File: src/rtl/ula_pkg.sv
// Shared definitions for the sequenced ULA datapath: ULAControl op-codes,
// the sequencer state encoding and small op-classification helpers.
package ula_pkg;

  localparam logic [2:0] ULA_AND = 3'b000;
  localparam logic [2:0] ULA_OR  = 3'b001;
  localparam logic [2:0] ULA_ADD = 3'b010;
  localparam logic [2:0] ULA_SUB = 3'b110;
  localparam logic [2:0] ULA_SLT = 3'b111;

  // Explicit 2-bit encoding keeps the state register compatible with the
  // board-level debug tooling that decodes it directly.
  typedef enum logic [1:0] {
    ST_IDLE  = 2'b00,
    ST_READ  = 2'b01,
    ST_EXEC  = 2'b10,
    ST_WRITE = 2'b11
  } state_t;

  function automatic logic is_arith(input logic [2:0] op);
    return (op == ULA_ADD) || (op == ULA_SUB);
  endfunction

endpackage

File: src/rtl/ula_seq_datapath_reg_file.sv
// NREG x N register file: two async read ports, one async debug port, one
// synchronous write port, synchronous active-low clear, register 0 reads zero.
module reg_file #(
  parameter int N    = 8,
  parameter int NREG = 8
) (
  input  logic                    clk,
  input  logic                    rst,
  input  logic [$clog2(NREG)-1:0] ra1,
  input  logic [$clog2(NREG)-1:0] ra2,
  input  logic [$clog2(NREG)-1:0] dbg_ra,
  input  logic [$clog2(NREG)-1:0] wa,
  input  logic                    we,
  input  logic [N-1:0]            wd,
  output logic [N-1:0]            rd1,
  output logic [N-1:0]            rd2,
  output logic [N-1:0]            dbg_rd
);

  logic [N-1:0] regs [NREG];

  // NOTE: the array is cleared by reset because the register bank must read
  // all-zero after reset; memories without that requirement stay unreset.
  always_ff @(posedge clk) begin
    if (!rst) begin
      for (int i = 0; i < NREG; i++) regs[i] <= '0;
    end else if (we && (wa != '0)) begin
      regs[wa] <= wd;
    end
  end

  // Register 0 is forced to zero at the read side as well, so it stays zero
  // even if a synthesis flow keeps its flops.
  assign rd1    = (ra1    == '0) ? '0 : regs[ra1];
  assign rd2    = (ra2    == '0) ? '0 : regs[ra2];
  assign dbg_rd = (dbg_ra == '0) ? '0 : regs[dbg_ra];

endmodule

File: src/rtl/ula_seq_datapath.sv
// Four-state (IDLE/READ/EXEC/WRITE) register-file + ULA datapath with a
// start/busy/done handshake. Define ULA_FLAGS_EN to build carry/ovf flags.
module ula_seq_datapath
  import ula_pkg::*;
#(
  parameter int N    = 8,
  parameter int NREG = 8
) (
  input  logic                    clk,
  input  logic                    rst,
  input  logic                    start,
  input  logic [2:0]              op,
  input  logic [$clog2(NREG)-1:0] ra1,
  input  logic [$clog2(NREG)-1:0] ra2,
  input  logic [$clog2(NREG)-1:0] wa3,
  input  logic [N-1:0]            imm,
  input  logic                    alusrc,
  input  logic                    we,
  output logic                    busy,
  output logic                    done,
  output logic [N-1:0]            result,
  output logic                    z,
  output logic                    neg,
  output logic                    carry,
  output logic                    ovf,
  input  logic [$clog2(NREG)-1:0] dbg_ra,
  output logic [N-1:0]            dbg_rd
);

  localparam int AW = $clog2(NREG);
`ifdef ULA_FLAGS_EN
  localparam int SW = N + 1;
`else
  localparam int SW = N;
`endif

  state_t        state;
  logic [2:0]    op_q;
  logic [AW-1:0] wa_q;
  logic          we_q;
  logic [N-1:0]  a_q;
  logic [N-1:0]  b_q;

  logic [N-1:0]  rd1;
  logic [N-1:0]  rd2;
  logic          rf_we;

  logic          sub_sel;
  logic [N-1:0]  b_eff;
  logic [SW-1:0] sum_full;
  logic [N-1:0]  sum;
  logic          slt;
  logic [N-1:0]  alu_res;

  assign rf_we = (state == ST_WRITE) && we_q;

  reg_file #(
    .N    (N),
    .NREG (NREG)
  ) u_reg_file (
    .clk    (clk),
    .rst    (rst),
    .ra1    (ra1),
    .ra2    (ra2),
    .dbg_ra (dbg_ra),
    .wa     (wa_q),
    .we     (rf_we),
    .wd     (result),
    .rd1    (rd1),
    .rd2    (rd2),
    .dbg_rd (dbg_rd)
  );

  // SUB shares the adder as A + ~B + 1; the adder is one bit wider only when
  // the carry flag is built.
  always_comb begin
    sub_sel  = (op_q == ULA_SUB);
    b_eff    = sub_sel ? ~b_q : b_q;
    sum_full = SW'(a_q) + SW'(b_eff) + SW'(sub_sel);
    sum      = sum_full[N-1:0];
    slt      = $signed(a_q) < $signed(b_q);
    case (op_q)
      ULA_AND:          alu_res = a_q & b_q;
      ULA_OR:           alu_res = a_q | b_q;
      ULA_ADD, ULA_SUB: alu_res = sum;
      ULA_SLT:          alu_res = {{(N-1){1'b0}}, slt};
      default:          alu_res = '0;
    endcase
  end

  assign busy = (state != ST_IDLE);

  // NOTE: sequential state uses non-blocking assignments so every register
  // samples the pre-edge values of the others regardless of statement order.
  always_ff @(posedge clk) begin
    if (!rst) begin
      state  <= ST_IDLE;
      done   <= 1'b0;
      result <= '0;
      z      <= 1'b1;
      neg    <= 1'b0;
      op_q   <= '0;
      wa_q   <= '0;
      we_q   <= 1'b0;
      a_q    <= '0;
      b_q    <= '0;
    end else begin
      done <= 1'b0;
      case (state)
        ST_IDLE: begin
          if (start) begin
            op_q  <= op;
            wa_q  <= wa3;
            we_q  <= we;
            state <= ST_READ;
          end
        end
        ST_READ: begin
          a_q   <= rd1;
          b_q   <= alusrc ? imm : rd2;
          state <= ST_EXEC;
        end
        ST_EXEC: begin
          result <= alu_res;
          z      <= (alu_res == '0);
          neg    <= alu_res[N-1];
          state  <= ST_WRITE;
        end
        ST_WRITE: begin
          done  <= 1'b1;
          state <= ST_IDLE;
        end
        default: state <= ST_IDLE;
      endcase
    end
  end

`ifdef ULA_FLAGS_EN
  logic carry_q;
  logic ovf_q;

  // Overflow on A + B_eff: operands agree in sign but the sum does not.
  always_ff @(posedge clk) begin
    if (!rst) begin
      carry_q <= 1'b0;
      ovf_q   <= 1'b0;
    end else if (state == ST_EXEC) begin
      carry_q <= is_arith(op_q) && sum_full[N];
      ovf_q   <= is_arith(op_q) && (a_q[N-1] == b_eff[N-1]) && (sum[N-1] != a_q[N-1]);
    end
  end

  assign carry = carry_q;
  assign ovf   = ovf_q;
`else
  assign carry = 1'b0;
  assign ovf   = 1'b0;
`endif

endmodule

File: config.mk
export PLATFORM = sky130hd
export DESIGN_NAME = ula_seq_datapath
export DESIGN_NICKNAME = d
export VERILOG_FILES = /design/src/rtl/ula_pkg.sv /design/src/rtl/ula_seq_datapath_reg_file.sv /design/src/rtl/ula_seq_datapath.sv
export SDC_FILE = /design/constraint.sdc
export NUM_CORES = 1
export LEC_CHECK = 0
export ABC_AREA = 0
export CELL_PAD_IN_SITES_DETAIL_PLACEMENT = 0
export CELL_PAD_IN_SITES_GLOBAL_PLACEMENT = 1
export CORE_MARGIN = 2
export CORE_UTILIZATION = 51
export DETAILED_ROUTE_END_ITERATION = 10
export GPL_ROUTABILITY_DRIVEN = 0
export HOLD_SLACK_MARGIN = 0.12
export PLACE_DENSITY_LB_ADDON = 0.1
export SLEW_MARGIN = 25
export SYNTH_ARGS = -nofsm -noshare
export SYNTH_HDL_FRONTEND = slang
export SYNTH_HIERARCHICAL = 1
export SYNTH_SLANG_ARGS = --single-unit
File: constraint.sdc
create_clock -name clk -period 5.1 [get_ports clk]
set_input_delay 1.02 -clock clk [delete_from_list [all_inputs] [get_ports clk]]
set_output_delay 1.02 -clock clk [all_outputs]
set_load 0.03 [all_outputs]
==> results of run 1 <==
==> stage by stage <==
stage           util  cell area (um2)
5_1_grt        0.581             6970
4_1_cts        0.580             6970
3_3_place_gp   0.555             6670
3_5_place_dp   0.555             6670
6_report       0.581             6970
2_1_floorplan      -             6290
==> power breakdown <==
group,leakage (uW),switching [uW],internal [uW],total (uW)
Combinational,0.00177,475,374,849
Sequential,0.000865,165,868,1030
Clock,0.000140,292,383,674
==> registers in the layout, indices dropped and copies added, names as in the netlist <==
signal,flops
a_q,8
b_q,8
done,1
op_q,3
result,8
state,2
u_reg_file/regs,56
wa_q,3
we_q,1
z,1
==> kinds of logic (layout without fill, tap and decap cells) <==
family	Yosys count	count (layout)
compound gates	124	124
mux	85	85
flops	91	91
simple gates	174	174
fa+ha+maj	36	36
xor+xnor	10	10
other cells	1	2
buf+inv	71	96
==> path summary, 6_finish.rpt <==
check | endpoint | start | slack [ns] | cells past startpoint
setup / recovery | dbg_rd[6] | dbg_ra[0] | 0.72 | 6
hold / removal | we_q | we_q | 0.46 | 2
setup reg to reg | z | op_q[0] | 1.80 | 9
hold reg to reg | we_q | we_q | 0.46 | 2
==> layout by cell type (no fill, tap or decap), types with 2 or more instances in the layout <==
cell and n:
a211oi_1 12, a21boi_0 7, a21oi_1 10, a221oi_1 30, a221oi_2 7, a22o_1 2, a22oi_1 2, a311oi_1 8
a31oi_1 3, a41oi_1 2, and2_1 61, buf_4 6, clkbuf_16 9, clkdlybuf4s50_1 47, clkinvlp_4 2, conb_1 2
dfxtp_1 35, edfxtp_1 56, ha_1 34, inv_1 27, inv_6 2, mux2_2 19, mux2_4 5, mux2i_1 61
nand2_1 31, nand2b_1 11, nand3_1 7, nor2_1 18, nor2b_1 26, nor3_1 3, nor4b_1 3, o211a_1 13
o211ai_1 2, o21ai_0 8, o21ai_1 6, o31ai_1 2, xnor2_1 9
==> worst reg2reg max path: stages (launching register included) <==
cell      delay, ns
dfxtp_1        0.76
nand3b_4       0.37
o21ai_0        0.14
fa_1           0.47
a211oi_1       0.30
nor2b_1        0.13
and3_1         0.18
o31ai_1        0.50
nand2b_1       0.14
o311ai_2       0.21
==> area by class of cell <==
cell class,count,area (um2)
sequential,91,2380
fill,1051,5040
multi-input combinational,431,3490
clock inverter,7,75.1
tap,147,184
timing repair buffer,53,515
inverter,27,101
clock buffer,9,225
==> per-layer routing <==
| layer | GRT usage | wire [um] | vias up |
|---|---|---|---|
| li1 | - | - | 2240 |
| met1 | 0.371 | 7840 | 2272 |
| met2 | 0.388 | 7110 | 202 |
| met3 | 0.0554 | 1140 | 49 |
| met4 | 0.0843 | 493 | 0 |
| met5 | 0 | 0 | - |
==> flow_summary.yaml, run 1 <==
setup_path:
  slowest_delay_ns: 0.64
  cpMostUsedCell: "clkdlybuf4s50_1"
  cp.arrival_ns: 3.36
  critPathSlowestCell: "clkdlybuf4s50_1"
  path_cells: "clkdlybuf4s50_1, buf_4, mux2_2, a211oi_1, a221oi_2, clkdlybuf4s50_1"
  cp.buffers_inverters: 3
  end_kind: "output pin"
  crit_fanout: 17
  worstPathRequired_ns: 4.08
  cp_top_family: "buffers and inverters"
  critPathLaunchType: "primary input"
  worstSetupPathType: "primary input to output pin"
clock_tree:
  root_buffer: "clkbuf_16"
  post_cts_buffers: 0
  cts_made_buffers: 9
  path_clk_slew_ns: 0.06
  cts.sinks: 91
  cts_hold_buf: 0
  clkLatencyLatePin_ns: 0.34
  cts_tree: "done"
  cts.repair.resized: 0
  clockBufferDepth: 2
  h-tree-depth: 3
drt:
  antenna_left: 0
  drt-pass1-iter-count: 5
  drt_iter0_markers: 393
  wl_mm: 16.6
  wl_per_cell_um: 21.7
  vias: 4763
  post-route-drc-count: 0
  routed_via_density: 6.23
synthesis:
  synth_top_area_share: 0.267
  ys_warn_count: 6
  ys_ff_latch: 91
  synth_edf_count: 56
  synth-xor-area-share: 0.0139
  synth_largest_area_cell: "edfxtp_1"
  synth_compound_area_frac: 0.165
  synthArstFlopShare: 0
  synth_area_mm2: 0.00629
  yosys-mux-area-fraction: 0.143
  synth-simple-area-share: 0.159
  ys.flop_type: "edfxtp_1"
  syn_avg_cell_area_um2: 10.6
  synth_fa_ha_area_frac: 0.0728
  synth_top_family_by_area: "compound AO/OA/AOI/OAI gates"
  synth_common_cells: "and2_1 (61), mux2i_1 (61), edfxtp_1 (56), dfxtp_1 (35), ha_1 (35)"
  synth_cells: 592
  synth.distinct_cells: 65
  yosysSeqAreaShare: 0.379
  netlist_top_cells_area: "edfxtp_1 (27%), dfxtp_1 (11%), mux2i_1 (9.7%), ha_1 (7.0%), and2_1 (6.1%)"
sta:
  setup_ws_ns: 0.718
  finalSetupTns_ns: 0
  fin_skew_ns: 0.0136
  hold-worst-slack_ns: 0.465
  clock.fmax_mhz: 228
  setup_violations: 0
  finalHoldViolations: 0
  slew_headroom: 0.337
  slew_viol_final: 0
  rsz0062_at_grt: "no"
  period_share: 0.859
  min_period_ns: 4.38
  worstMarginPinSlew_ns: 0.985
final_layout:
  areaGrowthSynthToFinish_pct: 10.9
  final_nets: 677
  antenna_cells: 0
  finalNonFillerCells: 765
  drive_gt1_frac: 0.102
placed_design:
  post-place-cells: 749
  dp_hpwl_mm: 12.6
  place_ws_ns: 0.771
  portBuffers: 47
global_routing:
  track_usage: 0.258
  grt_max_degree: 39
  grt_pass1_vias: 4576
  antenna_found_initial: 0
  grt-ovfl-total: 0
  grt_pass1_wl_mm: 25.5
hold_path:
  hp-class: "register to register"
die:
  fp.dieArea_mm2: 0.0132
  chipHeight_um: 115
  rows: 40
  io_pins: 50
  coreArea_mm2: 0.0120
  fp.dieW_um: 115
  initial_utilization: 0.524
power_and_ir_drop:
  p_leak_uw: 0.00277
  finalPower_uw: 2560
  vdd_ir_drop_max_mv: 0.288
  power.density_mw_per_mm2: 366
run_status:
  outcome: "completed"
run:
  cap_violations: 0
Power figures use the tool's default switching activity.
==> inputs of run 2 (changes only) <==
--- a/constraint.sdc
+++ b/constraint.sdc
@@ -3,2 +3,2 @@
 set_output_delay 1.02 -clock clk [all_outputs]
-set_load 0.03 [all_outputs]
+set_load 0.05 [all_outputs]
==> run 2 against run 1 <==
Net effect: clock skew is 0.0034 ns lower; routed wire length is 1.8% lower; cell area is 0.22% higher; register-to-register slack better by 0.04 ns; sequential cell count stayed put; setup slack better by 0.22 ns; largest power group unchanged; highest routed layer unchanged.
==> flow_summary.yaml, run 2 (synthesis results as in run 1) <==
run_status:
  outcome: "completed"
global_routing:
  met2_usage: 0.396
  grt_pass1_wl_mm: 25.4
  grt_max_degree: 45
  track_usage: 0.256
  antenna_found_initial: 0
  grt_util_met1: 0.373
  grt-ovfl-total: 0
  grt_pass1_vias: 4529
  grt_most_used_layer: "met2"
  met3_usage: 0.0401
placed_design:
  dp_hpwl_mm: 12.4
  place_ws_ns: 0.963
  post-place-cells: 748
  portBuffers: 47
final_layout:
  most-common-layout-cells: "and2_1 (61), mux2i_1 (61), edfxtp_1 (56), clkdlybuf4s50_1 (39), dfxtp_1 (35)"
  areaGrowthSynthToFinish_pct: 11.1
  final_nets: 676
  utilization: 0.582
  finalNonFillerCells: 764
  largest_reg_flops: 56
  antenna_cells: 0
  drive_gt1_frac: 0.115
  regMostFlops: "u_reg_file/regs"
  fillCellCount: 1060
hold_path:
  hold_depth: 2
  hp-class: "register to register"
die:
  coreArea_mm2: 0.0120
  chipHeight_um: 115
  fp.dieArea_mm2: 0.0132
  fp.dieW_um: 115
  io_pins: 50
  rows: 40
  initial_utilization: 0.524
clock_tree:
  cts.sinks: 91
  h-tree-depth: 3
  cts_hold_buf: 0
  post_cts_buffers: 0
  cts.repair.resized: 0
  clkLatencyLatePin_ns: 0.34
  path_clk_slew_ns: 0.06
  clockBufferDepth: 2
  root_buffer: "clkbuf_16"
  cts_tree: "done"
  cts_made_buffers: 9
setup_path:
  reg2reg_slack_ns: 1.84
  cp_top_family: "buffers and inverters"
  path_cells: "clkdlybuf4s50_1, buf_4, mux2_2, a221oi_1, a221oi_1, buf_12"
  worstSetupPathType: "primary input to output pin"
  end_kind: "output pin"
  slowest_delay_ns: 0.80
  critPathSlowestCell: "clkdlybuf4s50_1"
  critPathLaunchType: "primary input"
  crit_cells: 6
  cp.arrival_ns: 3.14
  crit_fanout: 17
  cp.buffers_inverters: 3
  r2r_cells: 9
  worstPathRequired_ns: 4.08
  cpMostUsedCell: "a221oi_1"
power_and_ir_drop:
  p_sw_frac: 0.382
  vdd_ir_drop_max_mv: 0.262
  power_switching_uw: 978
  power.share.clock: 0.243
  p_int_uw: 1580
  power_frac_comb: 0.354
  power.density_mw_per_mm2: 367
  p_seq_frac: 0.403
  finalPower_uw: 2560
  p_leak_uw: 0.00279
drt:
  drt-pass1-iter-count: 5
  wl_per_cell_um: 21.3
  routed_via_density: 6.11
  wl_mm: 16.3
  vias: 4669
  post-route-drc-count: 0
  antenna_left: 0
  drt_iter0_markers: 433
sta:
  clock.fmax_mhz: 240
  setup_ws_ns: 0.937
  finalHoldViolations: 0
  setup_violations: 0
  rsz0062_at_grt: "no"
  slew_viol_final: 0
  slew_headroom: 0.450
  fin_skew_ns: 0.0102
  min_period_ns: 4.16
  finalSetupTns_ns: 0
  worstMarginPinSlew_ns: 0.822
  period_share: 0.816
run:
  cap_violations: 0
-- run 2: cell count changes in the layout (fill, tap and decap cells not counted), sizes merged --
cell           change
bufinv             -1
inv                +2
buf                +7
clkinv             -1
clkdlybuf4s50      -8
-- run 2: layout make-up --
class | count | area, um2 | area share
tap | 147 | 184 | 0.0263
timing repair buffer | 52 | 551 | 0.0788
sequential | 91 | 2380 | 0.341
clock buffer | 9 | 225 | 0.0322
inverter | 27 | 101 | 0.0145
multi-input combinational | 431 | 3490 | 0.499
clock inverter | 7 | 55.1 | 0.00788
-- run 2: power groups by stage --
stage | Sequential (uW) | Combinational (uW) | Clock [uW]
2_1_floorplan | 1030 | 641 | 0
3_3_place_gp | 1040 | 885 | 0
3_5_place_dp | 1050 | 899 | 0
4_1_cts | 1030 | 905 | 634
5_1_grt | 1050 | 1010 | 663
6_report | 1030 | 908 | 621
-- run 2: path summary, 6_finish.rpt --
path / start / to
worst max-delay path: dbg_ra[0] / dbg_rd[0]
worst min-delay path: we_q / we_q
worst max register to register: op_q[0] / z
worst min register to register: we_q / we_q
-- run 2: per-layer routing --
layer | up-vias | wire [um] | part of all wire
met5 | - | 0 | 0
met4 | 0 | 315 | 0.019
met3 | 33 | 996 | 0.061
met2 | 185 | 7200 | 0.44
met1 | 2233 | 7770 | 0.48
li1 | 2218 | - | -
-- run 2: tightest hold or removal path, delay by kind of cell, from the launching register on --
family           cells  cell delay, ns
AND/OR/NAND/NOR      1            0.05
AO/OA/AOI/OAI        1            0.07
flip-flops           1            0.31
-- run 2: metrics by stage --
step / area (um2) / hold WS (ns)
6_report: 6990 / 0.468
5_1_grt: 6990 / 0.515
2_1_floorplan: 6290 / 0.439
3_5_place_dp: 6710 / 0.465
3_3_place_gp: 6710 / 0.447
4_1_cts: 6990 / 0.474
==> edit 1 (config.mk and constraints of run 1) <==
`NREG` is set to 8 in 2 places; all go to 4.
--- a/src/rtl/ula_seq_datapath_reg_file.sv
+++ b/src/rtl/ula_seq_datapath_reg_file.sv
@@ -2,7 +2,7 @@
 // synchronous write port, synchronous active-low clear, register 0 reads zero.
 module reg_file #(
   parameter int N    = 8,
-  parameter int NREG = 8
+  parameter int NREG = 4
 ) (
   input  logic                    clk,
   input  logic                    rst,
--- a/src/rtl/ula_seq_datapath.sv
+++ b/src/rtl/ula_seq_datapath.sv
@@ -4,7 +4,7 @@
   import ula_pkg::*;
 #(
   parameter int N    = 8,
-  parameter int NREG = 8
+  parameter int NREG = 4
 ) (
   input  logic                    clk,
   input  logic                    rst,
Interface: changed (resized dbg_ra, ra1, ra2 and wa3); port bits go from 50 to 46. No check against the original RTL was run, so the function may have changed too.
==> edit 1 against run 1 <==
Sequential cell count is 33 lower; design area fell by 34%; total power is 29% lower; routed wire length down 43%; hold slack got worse by 0.0058 ns; setup slack improved by 0.19 ns; area after synthesis decreased by 36%; sequential share of layout area fell by 3.9 points.
==> edit 1: results (changes against run 1) <==
<table>
<tr><th>Metric</th><th>Value</th></tr>
<tr><th colspan="2">Critical path</th></tr>
<tr><td>Highest fanout seen on the critical path</td><td>9 (-8)</td></tr>
<tr><td>Arrival time worst endpoint</td><td>3.17 ns (-0.19 ns)</td></tr>
<tr><td>End point of the critical path</td><td>dbg_rd[7]</td></tr>
<tr><td>Critical path startpoint</td><td>dbg_ra[1]</td></tr>
<tr><td>Max incr delay on CP</td><td>0.69 ns (+0.05 ns)</td></tr>
<tr><th colspan="2">Pwr</th></tr>
<tr><td>Group drawing the most power</td><td>combinational logic</td></tr>
<tr><td>Sw power</td><td>686 uW (-26%)</td></tr>
<tr><td>Peak supply drop</td><td>0.202 mV (-30%)</td></tr>
<tr><td>Cell leakage power</td><td>1.90 nW (-32%)</td></tr>
<tr><th colspan="2">Logic synthesis</th></tr>
<tr><td>Most frequent cells after synthesis</td><td>37 x nor2_1, 35 x ha_1, 34 x dfxtp_1</td></tr>
<tr><td>Main synth FF type</td><td>dfxtp_1</td></tr>
<tr><td>Top cells by area, synth</td><td>edfxtp_1 18%, dfxtp_1 17%, ha_1 11%</td></tr>
<tr><td>Portion of the post-synthesis area used by sequential elements</td><td>0.348 (-0.0312)</td></tr>
<tr><td>Count of flip-flops with a built-in enable after synthesis</td><td>24 (-57%)</td></tr>
<tr><th colspan="2">Place</th></tr>
<tr><td>I/O Buffers</td><td>43 (-8.5%)</td></tr>
<tr><td>DP Wirelength</td><td>7140 um (-43%)</td></tr>
<tr><td>Total placed instance area</td><td>4420 sq um (-34%)</td></tr>
<tr><th colspan="2">Final layout</th></tr>
<tr><td>Cell Count, Final, Fillers Out</td><td>550 (-28%)</td></tr>
<tr><td>Share of final-layout standard cells stronger than drive strength 1</td><td>0.0938 (-0.00819)</td></tr>
<tr><td>Largest register FFs</td><td>24 (-57%)</td></tr>
<tr><td>Final layout net count</td><td>503 (-26%)</td></tr>
<tr><th colspan="2">Global route</th></tr>
<tr><td>First-pass GRT wire length</td><td>15300 um (-40%)</td></tr>
<tr><td>Total routing resource utilization after global routing</td><td>0.229 (-0.0287)</td></tr>
<tr><td>Pin count of the biggest net entering global routing</td><td>34 (-13%)</td></tr>
<tr><td>Met2 GRT Util</td><td>0.357 (-0.0310)</td></tr>
<tr><td>Via count of the first global-routing pass</td><td>2934 (-36%)</td></tr>
<tr><th colspan="2">Status</th></tr>
<tr><td>Status</td><td>finished, final reports clean</td></tr>
<tr><th colspan="2">Detailed routing</th></tr>
<tr><td>DR iter-0 viols</td><td>152 (-61%)</td></tr>
<tr><td>Per-cell routed wire length</td><td>17.2 um (-21%)</td></tr>
<tr><td>First-pass detailed-route iteration total</td><td>4 (-1)</td></tr>
<tr><th colspan="2">Clock network</th></tr>
<tr><td>Clock tree root driver cell</td><td>clkbuf_8</td></tr>
<tr><th colspan="2">Timing</th></tr>
<tr><td>Transition time at the pin with the least slew margin</td><td>1.02 ns (+0.0329 ns)</td></tr>
<tr><td>Hold WS</td><td>0.459 ns (-0.00582 ns)</td></tr>
<tr><td>Minimum setup slack in the final design</td><td>0.909 ns (+0.190 ns)</td></tr>
</table>
edit 1: cell count changes in the layout (fill, tap and decap cells not counted), sizes merged, moves of 19 or more:
cell / run 1 / this run
edfxtp: 56 / 24
mux2i: 61 / 25
and2: 61 / 3
nor2: 18 / 37
a22o: 2 / 22
a221oi: 37 / 2
edit 1: cell families (layout without fill, tap and decap cells):
family,count (synthesis),in the layout,synth area share
adders and majority gates,36,36,0.114
xor gates and xnor gates,10,10,0.0217
and+or+nand+nor,126,126,0.155
AOI/OAI and AO/OA,83,83,0.167
muxes,47,47,0.125
DFF,58,58,0.348
buffers and inverters,58,86,0.0686
other,1,2,0.000930
edit 1: cell type report:
class / count / area (sq um)
clock buffers: 10 / 128
well taps: 102 / 128
multi-input cells: 304 / 2360
inverters: 26 / 97.6
repair buffers: 44 / 438
fillers: 694 / 3060
clock inverters: 6 / 81.3
flip-flops and latches: 58 / 1400
edit 1: metal layers:
layer	routed length [um]	up-vias
met1	4620	1447
met4	110	0
met3	349	7
met2	4380	74
li1	-	1530
met5	0	-
==> edit 2 (config.mk and constraints of run 1) <==
Made on the original files. Re-encode `state_t` (4 states) as one-hot, 4 bits wide.
--- a/src/rtl/ula_pkg.sv
+++ b/src/rtl/ula_pkg.sv
@@ -10,11 +10,11 @@
 
   // Explicit 2-bit encoding keeps the state register compatible with the
   // board-level debug tooling that decodes it directly.
-  typedef enum logic [1:0] {
-    ST_IDLE  = 2'b00,
-    ST_READ  = 2'b01,
-    ST_EXEC  = 2'b10,
-    ST_WRITE = 2'b11
+  typedef enum logic [3:0] {
+    ST_IDLE  = 4'b0001,
+    ST_READ  = 4'b0010,
+    ST_EXEC  = 4'b0100,
+    ST_WRITE = 4'b1000
   } state_t;
 
   function automatic logic is_arith(input logic [2:0] op);
Function: no difference found for any inputs over 4 cycles, from zero or initial values and one cycle with rst low; so few cycles prove little.
==> edit 2 against run 1 <==
Routed wire length shrank 1.6%; setup slack better by 0.037 ns; first-iteration DRC count is 17% higher; sequential cell count rose by 2; hold slack better by 0.024 ns; area after synthesis shrank 2.0%; design area decreased by 1.2%; critical endpoint is now dbg_rd[4].
Power is not compared: it rests on default switching activity, and its combinational part moved more than twofold at a synthesized area within 25%.
==> edit 2: results (changes against run 1) <==
<table>
<tr><th>Metric</th><th>Value</th></tr>
<tr><th colspan="2">Status</th></tr>
<tr><td>Status</td><td>finished, final reports clean</td></tr>
<tr><th colspan="2">Global route</th></tr>
<tr><td>Via count of the first global-routing pass</td><td>4548 (-0.61%)</td></tr>
<tr><td>Pin count of the biggest net entering global routing</td><td>34 (-13%)</td></tr>
<tr><td>First-pass GRT wire length</td><td>25600 um (+0.51%)</td></tr>
<tr><td>Total routing resource utilization after global routing</td><td>0.261 (+0.00291)</td></tr>
<tr><td>Initial antenna violation count</td><td>1 (+1)</td></tr>
<tr><th colspan="2">Place</th></tr>
<tr><td>Worst Setup Slack post-DPL</td><td>0.752 ns (-0.0194 ns)</td></tr>
<tr><td>DP Wirelength</td><td>12100 um (-3.8%)</td></tr>
<tr><th colspan="2">Clock network</th></tr>
<tr><td>Setup Buffers After CTS</td><td>0 (unchanged)</td></tr>
<tr><th colspan="2">Logic synthesis</th></tr>
<tr><td>Largest family of logic cells by synthesized area</td><td>simple AND/OR/NAND/NOR gates</td></tr>
<tr><td>Area fraction in compound gates after synthesis</td><td>0.158 (-0.00700)</td></tr>
<tr><td>Most frequent cells after synthesis</td><td>61 x and2_1, 57 x mux2i_1, 56 x edfxtp_1</td></tr>
<tr><td>Adder-cell share of the synthesized area</td><td>0.0662 (-0.00664)</td></tr>
<tr><td>Portion of the post-synthesis area used by sequential elements</td><td>0.393 (+0.0142)</td></tr>
<tr><td>Xor/xnor share of the synthesized area</td><td>0.0156 (+0.00170)</td></tr>
<tr><td>Top cells by area, synth</td><td>edfxtp_1 27%, dfxtp_1 12%, mux2i_1 9.3%</td></tr>
<tr><td>Cell variety after synth</td><td>59 (-9.2%)</td></tr>
<tr><th colspan="2">Critical path</th></tr>
<tr><td>Max incr delay on CP</td><td>0.74 ns (+0.10 ns)</td></tr>
<tr><td>Highest fanout seen on the critical path</td><td>27 (+10)</td></tr>
<tr><td>Arrival time worst endpoint</td><td>3.33 ns (-0.03 ns)</td></tr>
<tr><th colspan="2">Final layout</th></tr>
<tr><td>Final layout net count</td><td>680 (+0.44%)</td></tr>
<tr><td>Share of final-layout standard cells stronger than drive strength 1</td><td>0.104 (+0.00206)</td></tr>
<tr><th colspan="2">Floorplanning</th></tr>
<tr><td>Area of the core</td><td>11900 sq um (-0.83%)</td></tr>
<tr><th colspan="2">Detailed routing</th></tr>
<tr><td>Wirelength, routed</td><td>16300 um (-1.6%)</td></tr>
<tr><th colspan="2">Timing</th></tr>
<tr><td>Worst relative slew slack</td><td>0.289 (-0.0474)</td></tr>
</table>
[edit 2: path summary, 6_finish.rpt]
kind         slack, ns            startpoint  cells past startpoint              to
min               0.49        z$_SDFFE_PN1P_                      2  z$_SDFFE_PN1P_
max               0.75             dbg_ra[0]                      6       dbg_rd[4]
min reg2reg       0.49        z$_SDFFE_PN1P_                      2  z$_SDFFE_PN1P_
max reg2reg       1.48  op_q[0]$_SDFFE_PN0P_                      9  z$_SDFFE_PN1P_
[edit 2: report_power, final]
| part | internal (mW) | switching (mW) | leakage (nW) |
|---|---|---|---|
| Sequential | 0.821 | 0.0377 | 0.878 |
| Clock | 0.382 | 0.293 | 0.145 |
| Combinational | 0.121 | 0.150 | 1.61 |
| Total | 1.32 | 0.480 | 2.63 |
[edit 2: layer usage]
metal	wire length [um]	share of wire	up-vias	global-route usage
met3	997	0.061	17	0.0351
li1	-	-	2252	-
met1	7860	0.48	2323	0.390
met5	0	0	-	0
met2	7250	0.44	186	0.394
met4	206	0.013	0	0.0780
[edit 2: worst reg2reg max path: cells and delay by family, from the launching register on]
kind | cells | cell delay [ns]
and+or+nand+nor | 4 | 1.43
adders and majority gates | 1 | 0.29
AOI/OAI and AO/OA | 3 | 0.78
DFF | 1 | 0.81
xor gates and xnor gates | 1 | 0.22
[edit 2: logic make-up (layout without fill, tap and decap cells)]
logic type,after synthesis,after routing
AO/OA/AOI/OAI,127,127
XOR/XNOR,11,11
adder cells (fa/ha/maj),32,32
buffers and inverters,66,97
flip-flops,93,93
multiplexers,81,81
other,1,2
AND/OR/NAND/NOR,182,182
[edit 2: final cells by class]
type,count,area (sq um)
clock inverter,7,75.1
fill,1044,5020
clock buffer,9,225
multi-input combinational,435,3360
sequential,93,2420
inverter,26,97.6
timing repair buffer,55,531
tap,147,184
[edit 2: per-stage QoR]
step / std cells / instance area (sq um)
2_1_floorplan: 594 / 6170
5_1_grt: 772 / 6890
3_5_place_dp: 756 / 6590
4_1_cts: 772 / 6890
3_3_place_gp: 756 / 6590
6_report: 772 / 6890
